$ cat config.mk
export PLATFORM = sky130hd
export DESIGN_NAME = fifo_stream_reader_flat
export DESIGN_NICKNAME = d
export VERILOG_FILES = /design/src/rtl/fifo_stream_reader_if.sv /design/src/rtl/fifo_stream_reader.sv /design/src/flat_wrapper.sv
export SDC_FILE = /design/constraint.sdc
export NUM_CORES = 1
export LEC_CHECK = 0
export ABC_AREA = 1
export CAP_MARGIN = 20
export CELL_PAD_IN_SITES_DETAIL_PLACEMENT = 0
export CELL_PAD_IN_SITES_GLOBAL_PLACEMENT = 1
export CORE_ASPECT_RATIO = 0.7
export CORE_UTILIZATION = 30
export DETAILED_ROUTE_END_ITERATION = 8
export MAX_ROUTING_LAYER = met4
export PLACE_DENSITY_LB_ADDON = 0.08
export SLEW_MARGIN = 20
export SYNTH_ARGS = -nofsm -noshare
export SYNTH_HDL_FRONTEND = slang
export SYNTH_SLANG_ARGS = --single-unit
$ cat constraint.sdc
create_clock -name clk -period 7.2 [get_ports clk]
set_input_delay 1.08 -clock clk [delete_from_list [all_inputs] [get_ports clk]]
set_output_delay 1.08 -clock clk [all_outputs]
set_load 0.005 [all_outputs]
$ cat src/rtl/fifo_stream_reader_if.sv
// Handshake bundle between fifo_stream_reader, the FIFO read port and the downstream stream.
// The reader itself uses the master modport; whatever drives it uses the slave modport.
interface fifo_stream_reader_if #(
  parameter int DW   = 16,
  parameter int LENW = 16
) ();
  logic            start;
  logic [LENW-1:0] len;
  logic            busy;
  logic            done;
  logic            err;
  logic            fifo_rd;
  logic [DW-1:0]   fifo_dout;
  logic            fifo_empty;
  logic            fifo_valid;
  logic            fifo_under;
  logic [DW-1:0]   m_data;
  logic            m_valid;
  logic            m_ready;

  modport master (
    input  start, len, fifo_dout, fifo_empty, fifo_valid, fifo_under, m_ready,
    output busy, done, err, fifo_rd, m_data, m_valid
  );

  modport slave (
    output start, len, fifo_dout, fifo_empty, fifo_valid, fifo_under, m_ready,
    input  busy, done, err, fifo_rd, m_data, m_valid
  );
endinterface

$ cat src/rtl/fifo_stream_reader.sv
// Drains LEN words from a registered-read FIFO into a valid/ready stream through a 2-entry skid buffer.
// state | meaning:  IDLE = waiting for START;  RUN = issuing FIFO reads;  DRAIN = all reads issued, emptying buffer
module fifo_stream_reader #(
  parameter int DW   = 16,
  parameter int LENW = 16
) (
  input  logic clk,
  input  logic rst,
  fifo_stream_reader_if.master bus
);

  typedef enum logic [1:0] {IDLE, RUN, DRAIN} state_e;

  state_e          state_q, state_d;
  logic [LENW-1:0] len_q, len_d;
  logic [LENW-1:0] rd_cnt_q, rd_cnt_d;
  logic [LENW-1:0] out_cnt_q, out_cnt_d;
  logic            inflight_q, inflight_d;
  logic [1:0]      occ_q, occ_d;
  logic [DW-1:0]   buf0_q, buf0_d;
  logic [DW-1:0]   buf1_q, buf1_d;
  logic            done_q, done_d;
  logic            err_q, err_d;

  logic active;
  logic pop;
  logic push;
  logic bad_valid;
  logic credit_ok;
  logic fifo_rd;

  always_comb begin
    active    = (state_q != IDLE);
    pop       = (occ_q != 2'd0) && bus.m_ready;
    // a read is allowed only if the word it returns is guaranteed a buffer slot
    credit_ok = ({1'b0, occ_q} + {2'b00, inflight_q}) <= (3'd1 + {2'b00, pop});
    fifo_rd   = (state_q == RUN) && !bus.fifo_empty && (rd_cnt_q < len_q) && credit_ok;
    bad_valid = bus.fifo_valid && (!inflight_q || ((occ_q == 2'd2) && !pop));
    push      = active && bus.fifo_valid && !bad_valid && !bus.fifo_under;

    state_d    = state_q;
    len_d      = len_q;
    rd_cnt_d   = rd_cnt_q;
    out_cnt_d  = out_cnt_q;
    inflight_d = fifo_rd;
    occ_d      = occ_q;
    buf0_d     = buf0_q;
    buf1_d     = buf1_q;
    done_d     = 1'b0;
    err_d      = err_q;

    if (fifo_rd) begin
      rd_cnt_d = rd_cnt_q + 1'b1;
    end
    if (pop && (out_cnt_q < len_q)) begin
      out_cnt_d = out_cnt_q + 1'b1;
    end
    if (active && (bus.fifo_under || bad_valid)) begin
      err_d = 1'b1;
    end

    case ({push, pop})
      2'b10: begin
        if (occ_q == 2'd0) buf0_d = bus.fifo_dout;
        else               buf1_d = bus.fifo_dout;
        occ_d = occ_q + 2'd1;
      end
      2'b01: begin
        if (occ_q == 2'd2) buf0_d = buf1_q;
        occ_d = occ_q - 2'd1;
      end
      2'b11: begin
        if (occ_q == 2'd1) begin
          buf0_d = bus.fifo_dout;
        end else begin
          buf0_d = buf1_q;
          buf1_d = bus.fifo_dout;
        end
      end
      default: ;
    endcase

    unique case (state_q)
      IDLE: begin
        if (bus.start) begin
          err_d = 1'b0;
          if (bus.len != '0) begin
            len_d     = bus.len;
            rd_cnt_d  = '0;
            out_cnt_d = '0;
            state_d   = RUN;
          end else begin
            done_d = 1'b1;
          end
        end
      end
      RUN: begin
        if (fifo_rd && (rd_cnt_d == len_q)) state_d = DRAIN;
      end
      DRAIN: ;
      default: state_d = IDLE;
    endcase

    if (active && pop && (out_cnt_d == len_q)) begin
      state_d = IDLE;
      done_d  = 1'b1;
    end
  end

  always_ff @(posedge clk) begin
    if (rst) begin
      state_q    <= IDLE;
      len_q      <= '0;
      rd_cnt_q   <= '0;
      out_cnt_q  <= '0;
      inflight_q <= 1'b0;
      occ_q      <= 2'd0;
      buf0_q     <= '0;
      buf1_q     <= '0;
      done_q     <= 1'b0;
      err_q      <= 1'b0;
    end else begin
      state_q    <= state_d;
      len_q      <= len_d;
      rd_cnt_q   <= rd_cnt_d;
      out_cnt_q  <= out_cnt_d;
      inflight_q <= inflight_d;
      occ_q      <= occ_d;
      buf0_q     <= buf0_d;
      buf1_q     <= buf1_d;
      done_q     <= done_d;
      err_q      <= err_d;
    end
  end

  assign bus.fifo_rd = fifo_rd;
  assign bus.busy    = (state_q != IDLE);
  assign bus.done    = done_q;
  assign bus.err     = err_q;
  assign bus.m_data  = buf0_q;
  assign bus.m_valid = (occ_q != 2'd0);

endmodule
$ cat src/flat_wrapper.sv
// flat-port wrapper written by rule: the top's interface ports become plain ports
module fifo_stream_reader_flat 
#(
  parameter int DW   = 16,
  parameter int LENW = 16
)
  (clk, rst, bus_start, bus_len, bus_fifo_dout, bus_fifo_empty, bus_fifo_valid, bus_fifo_under, bus_m_ready, bus_busy, bus_done, bus_err, bus_fifo_rd, bus_m_data, bus_m_valid);
  fifo_stream_reader_if #(.DW(DW), .LENW(LENW)) bus_i ();
  input  logic clk;
  input  logic rst;
  input wire logic [$bits(bus_i.start)-1:0] bus_start;
  input wire logic [$bits(bus_i.len)-1:0] bus_len;
  input wire logic [$bits(bus_i.fifo_dout)-1:0] bus_fifo_dout;
  input wire logic [$bits(bus_i.fifo_empty)-1:0] bus_fifo_empty;
  input wire logic [$bits(bus_i.fifo_valid)-1:0] bus_fifo_valid;
  input wire logic [$bits(bus_i.fifo_under)-1:0] bus_fifo_under;
  input wire logic [$bits(bus_i.m_ready)-1:0] bus_m_ready;
  output wire logic [$bits(bus_i.busy)-1:0] bus_busy;
  output wire logic [$bits(bus_i.done)-1:0] bus_done;
  output wire logic [$bits(bus_i.err)-1:0] bus_err;
  output wire logic [$bits(bus_i.fifo_rd)-1:0] bus_fifo_rd;
  output wire logic [$bits(bus_i.m_data)-1:0] bus_m_data;
  output wire logic [$bits(bus_i.m_valid)-1:0] bus_m_valid;
  assign bus_i.start = bus_start;
  assign bus_i.len = bus_len;
  assign bus_i.fifo_dout = bus_fifo_dout;
  assign bus_i.fifo_empty = bus_fifo_empty;
  assign bus_i.fifo_valid = bus_fifo_valid;
  assign bus_i.fifo_under = bus_fifo_under;
  assign bus_i.m_ready = bus_m_ready;
  assign bus_busy = bus_i.busy;
  assign bus_done = bus_i.done;
  assign bus_err = bus_i.err;
  assign bus_fifo_rd = bus_i.fifo_rd;
  assign bus_m_data = bus_i.m_data;
  assign bus_m_valid = bus_i.m_valid;
  fifo_stream_reader #(.DW(DW), .LENW(LENW)) u_core (.clk(clk), .rst(rst), .bus(bus_i));
endmodule
-- Word-level counts from Yosys, hierarchy flattened
Index checks and enable logic that the tools add are counted.
- flip-flop bits (word level): 87
- output and inout bits: 21
- bitwise logic cells: 1
- muxes and demuxes: 27
- reductions and logical operators: 34
- equality and inequality tests: 16
- magnitude comparators: 3
- $add $sub $neg: 6
- operators with widths (kind ; count):
    16-bit 2-to-1 mux ; 13
    16-bit case mux with 3 select lines ; 1
    16-bit by 1-bit adder with 16-bit output (second input constant) ; 2
    16-bit == test ; 2
    16-bit less-than comparator ; 2
    16-bit case mux with 2 select lines ; 1
    16-bit nonzero test ; 1
    1-bit logical AND ; 14
    3-bit AND reduction ; 3
    2-bit == test (second input constant) ; 4
    2-bit inequality test (second input constant) ; 4
    2-bit nonzero test ; 4
    1-bit 2-to-1 mux ; 7
    2-bit by 1-bit == test with 1-bit output (second input constant) ; 3
    2-bit 2-to-1 mux ; 3
    2-bit by 1-bit inequality test with 1-bit output (second input constant) ; 3
    2-bit case mux with 3 select lines ; 1
    1-bit zero test ; 5
    2-bit zero test ; 2
    2-bit case mux with 2 select lines ; 1
    4-bit AND reduction ; 1
    2-bit by 1-bit adder with 3-bit output ; 1
    3-bit <= comparator ; 1
    3-bit nonzero test ; 1
    other kinds (6) ; 7

-- Longest topological paths before layout
- word-level depth: 12
- mapped depth: 27
- mapped depth without buffers: 24

-- Least setup slack after synthesis
OpenSTA, ideal clock, no wires.
- path kind: in2out
- start point: input bus_m_ready
- end point: output bus_fifo_rd
- data arrival time: 3.138 ns
- slack: 2.982 ns
- stages: 13
- cell sequence: nand2_2 inv_2 clkbuf_1 clkbuf_1 fa_1 inv_1 nand3_1 nand2_1 nand3_1 nor2_1 nand2_2 buf_6 inv_4
- cells in the longest elaborated chain, start to end: 4
- RTL lines (what ; line ; text):
    start, declared ; flat_wrapper.sv:17 ; input wire logic [$bits(bus_i.m_ready)-1:0] bus_m_ready;
    1-bit logical AND ; fifo_stream_reader.sv:34 ; pop = (occ_q != 2'd0) && bus.m_ready;
    1-bit by 1-bit adder with 2-bit output ; fifo_stream_reader.sv:36 ; credit_ok = ({1'b0, occ_q} + {2'b00, inflight_q}) <= (3'd1 + {2'b00, pop});
    3-bit <= comparator ; fifo_stream_reader.sv:36 ;
    1-bit logical AND ; fifo_stream_reader.sv:37 ; fifo_rd = (state_q == RUN) && !bus.fifo_empty && (rd_cnt_q < len_q) && credit_ok;
    end, declared ; flat_wrapper.sv:21 ; output wire logic [$bits(bus_i.fifo_rd)-1:0] bus_fifo_rd;
No other way between the ends.

-- Final worst setup path
Same ends and word-level chain as after synthesis.

==> metrics.txt <==
run status=finished with violations; violated checks=design-rule violations; Yosys Warn Count=0; fraction of layout cells with a size suffix above 1=7.65%; end of the worst register-to-register path=u_core.state_q[0]$_SDFFE_PP0P_; fraction of registers with async set/reset=0%; max-slew headroom at the worst pin=43.2%; total vias in the final route=5686; startpoint of the worst-slack reg-to-reg timing path=u_core.occ_q[0]$_SDFFE_PP0P_; cell accounting for the most synthesized area=dfxtp_1; CP Data Required Time=6.12 ns; endpoint kind of the worst setup timing path=output port; Synthesized Nets=934; flops & latches, synth=87; initial antenna violation count=0; Slew Limit Fails=0; sum of negative setup slack=0 ns; Die Area=19500 um2; post-layout total power=1.71 mW; Largest stage delay, worst path=0.50 ns; worst setup path endpoint=bus_fifo_rd; CP Max Fanout=27; Critical Path Stages=13; count of standard-cell rows=41; number of design-rule violations left by the first detailed-router iteration=486; via count of the first global-routing pass=5275; cell count after synthesis=852; Resized cells post-CTS=0; maximum level of the CTS H-tree=3; start point of the critical path=bus_m_ready; IO Pins=60; Worst-path clk slew=0.07 ns; unrepaired setup endpoints after global routing=false; number of enable-type register cells in the synthesized netlist=0; Die Ht=117 um; largest cells by area after synthesis=dfxtp_1 31%, nand2_1 12%, ha_1 9.3%, nand3_1 7.3%, inv_1 6.5%; Worst Reg-to-Reg Cells=24; number of clock sinks=87; remaining antenna violation count=0; top library cells by usage in the layout, fill and taps aside=179 x nand2_1, 98 x inv_1, 89 x nor2_1; Layout Cell Area excl Fill=6800 um2; Post-Syn Area per Cell=6.66 um2; number of buffers created by CTS=9; synthesis-to-layout area growth=19.8%; top achievable clock speed=194 MHz; sequential share of the synthesized area=30.7%; most common cell after layout, fill and taps aside=nand2_1; crit path launch type=input pin; total routed wirelength=18700 um; count of endpoints failing hold in the final timing report=0; TritonCTS clock tree=done; largest net degree at the start of global routing=51; clock tree root driver cell=clkbuf_16; R2R Setup Slk=3.08 ns; DRC violations left=3; setup ws final=2.04 ns; total core area=18300 um2; final-stage net count=979; kind of path behind the tightest hold check=reg -> reg; slowest cell on the critical path=fa_1; CP bufs+invs=6; Main synth FF type=dfxtp_1; static leakage=2.96 nW; area of the mapped netlist=5680 um2; clock latency at the later pin of the worst-skew pair=0.36 ns; Synth top area share=30.7%; final worst path period share=71.6%; mean routed wirelength per cell=16.4 um; post-placement cell area=6460 um2; Post-CTS Repair Setup Buffers=0; number of diodes=0; die extent in x=166 um; count of maximum capacitance violations=0; GRT Residual Overflow=0; CTS Buffer Depth=2; hold buffer count at cts=0; Finish-stage setup viols=0; P per Cell Area=251 nW/um2; number of different library cells in the post-synthesis netlist=40; first-pass iteration count of the detailed router=7; Min Clock Period, post-route=5.16 ns; Avg Vias per Cell=5.00; effective utilization at floorplan=31.1%; type of the worst setup path=in -> out; worst setup slack before clock tree synthesis=2.04 ns; hpwl dp=14200 um; dominant delay contributor by cell family on the critical path=buffers and inverters; final-layout worst hold slack=0.503 ns; GPL Wtd Cong=0.876; number of port buffers=59; critical path data arrival time=4.08 ns; wire length of the first global-routing pass=29700 um; Worst Clk Skew=0.0124 ns; Total GRT Usage=20.7%; Tightest Pin Transition=0.851 ns; cell-by-cell trace of the critical path=clkdlybuf4s50_1 > nand2_2 > inv_2 > fa_1 > inv_1 > nand3_1 > nand2_1 > nand3_1 > nor2_1 > buf_4 > nand2_2 > inv_4 > clkdlybuf4s50_1; Worst VDD drop=0.118 mV
==> worst min-delay path: stages (launching register included) <==
cell and delay (ns):
dfxtp_1 0.31, nand3_1 0.07, a31oi_1 0.07
==> cells by family after synthesis <==
| group | after synthesis | share of synthesized area [%] |
|---|---|---|
| buffers and inverters | 134 | 9.50 |
| AND/OR/NAND/NOR | 435 | 34.4 |
| XOR/XNOR | 22 | 3.40 |
| flip-flops | 87 | 30.7 |
| AO/OA/AOI/OAI | 131 | 12.4 |
| adder cells (fa/ha/maj) | 43 | 9.61 |
==> cell usage after synthesis, drive strengths merged, types with 2 or more instances <==
cell type and count:
nand2 195, inv 103, nor2 90, dfxtp 87, nand3 85, o21ai 58, a21oi 51, ha 42
nand4 27, xor2 21, clkbuf 19, a31oi 16, or2 16, nor3 13, buf 12, nor4 5
and2 2, o21a 2
==> metrics by stage <==
stage          instances  util [%]
2_1_floorplan        852         -
3_3_place_gp        1122      35.4
3_5_place_dp        1122      35.4
4_1_cts             1138      37.2
5_1_grt             1138      37.2
6_report            1138      37.2
==> worst min path at each step <==
stage | from | end | depth (start not counted)
CTS | u_core.buf1_q[1]$_SDFFE_PP0P_ | u_core.bus.m_data[1]$_SDFFE_PP0P_ | 2
global placement | u_core.buf1_q[0]$_SDFFE_PP0P_ | u_core.bus.m_data[0]$_SDFFE_PP0P_ | 2
global route | u_core.buf1_q[2]$_SDFFE_PP0P_ | u_core.bus.m_data[2]$_SDFFE_PP0P_ | 2
floorplan | u_core.buf1_q[15]$_SDFFE_PP0P_ | u_core.bus.m_data[15]$_SDFFE_PP0P_ | 2
finish | u_core.buf1_q[2]$_SDFFE_PP0P_ | u_core.bus.m_data[2]$_SDFFE_PP0P_ | 2
detailed placement | u_core.buf1_q[11]$_SDFFE_PP0P_ | u_core.bus.m_data[11]$_SDFFE_PP0P_ | 2
==> layer usage <==
layer  up-vias  GRT usage (%)  share of wire [%]
met5         -              -                  0
met4         0           5.86                1.2
met3        17           6.19                8.1
met2       172           27.6                 39
met1      2599           29.5                 52
li1       2898              -                  -
==> final cells by class <==
type / instances / area (um2)
timing repair buffer: 65 / 636
inverter: 103 / 389
fill: 1971 / 11500
multi-input combinational: 631 / 3410
clock buffer: 9 / 225
sequential: 87 / 1740
clock inverter: 7 / 103
tap: 236 / 295
==> power breakdown <==
part           leakage [nW]  internal, mW  switching [mW]
registers             0.709         0.538          0.0519
clock network         0.157         0.308           0.219
logic                  2.10         0.228           0.363
total                  2.96          1.07           0.634
==> sequential cells by signal (all words and copies together), names as in the netlist <==
| name | count |
|---|---|
| u_core.state_q | 2 |
| u_core.out_cnt_q | 16 |
| u_core.len_q | 16 |
| u_core.bus.done | 1 |
| u_core.buf1_q | 16 |
| u_core.inflight_q | 1 |
| u_core.bus.m_data | 16 |
| u_core.rd_cnt_q | 16 |
| u_core.bus.err | 1 |
| u_core.occ_q | 2 |
No activity file was read; power rests on OpenSTA's default activity.
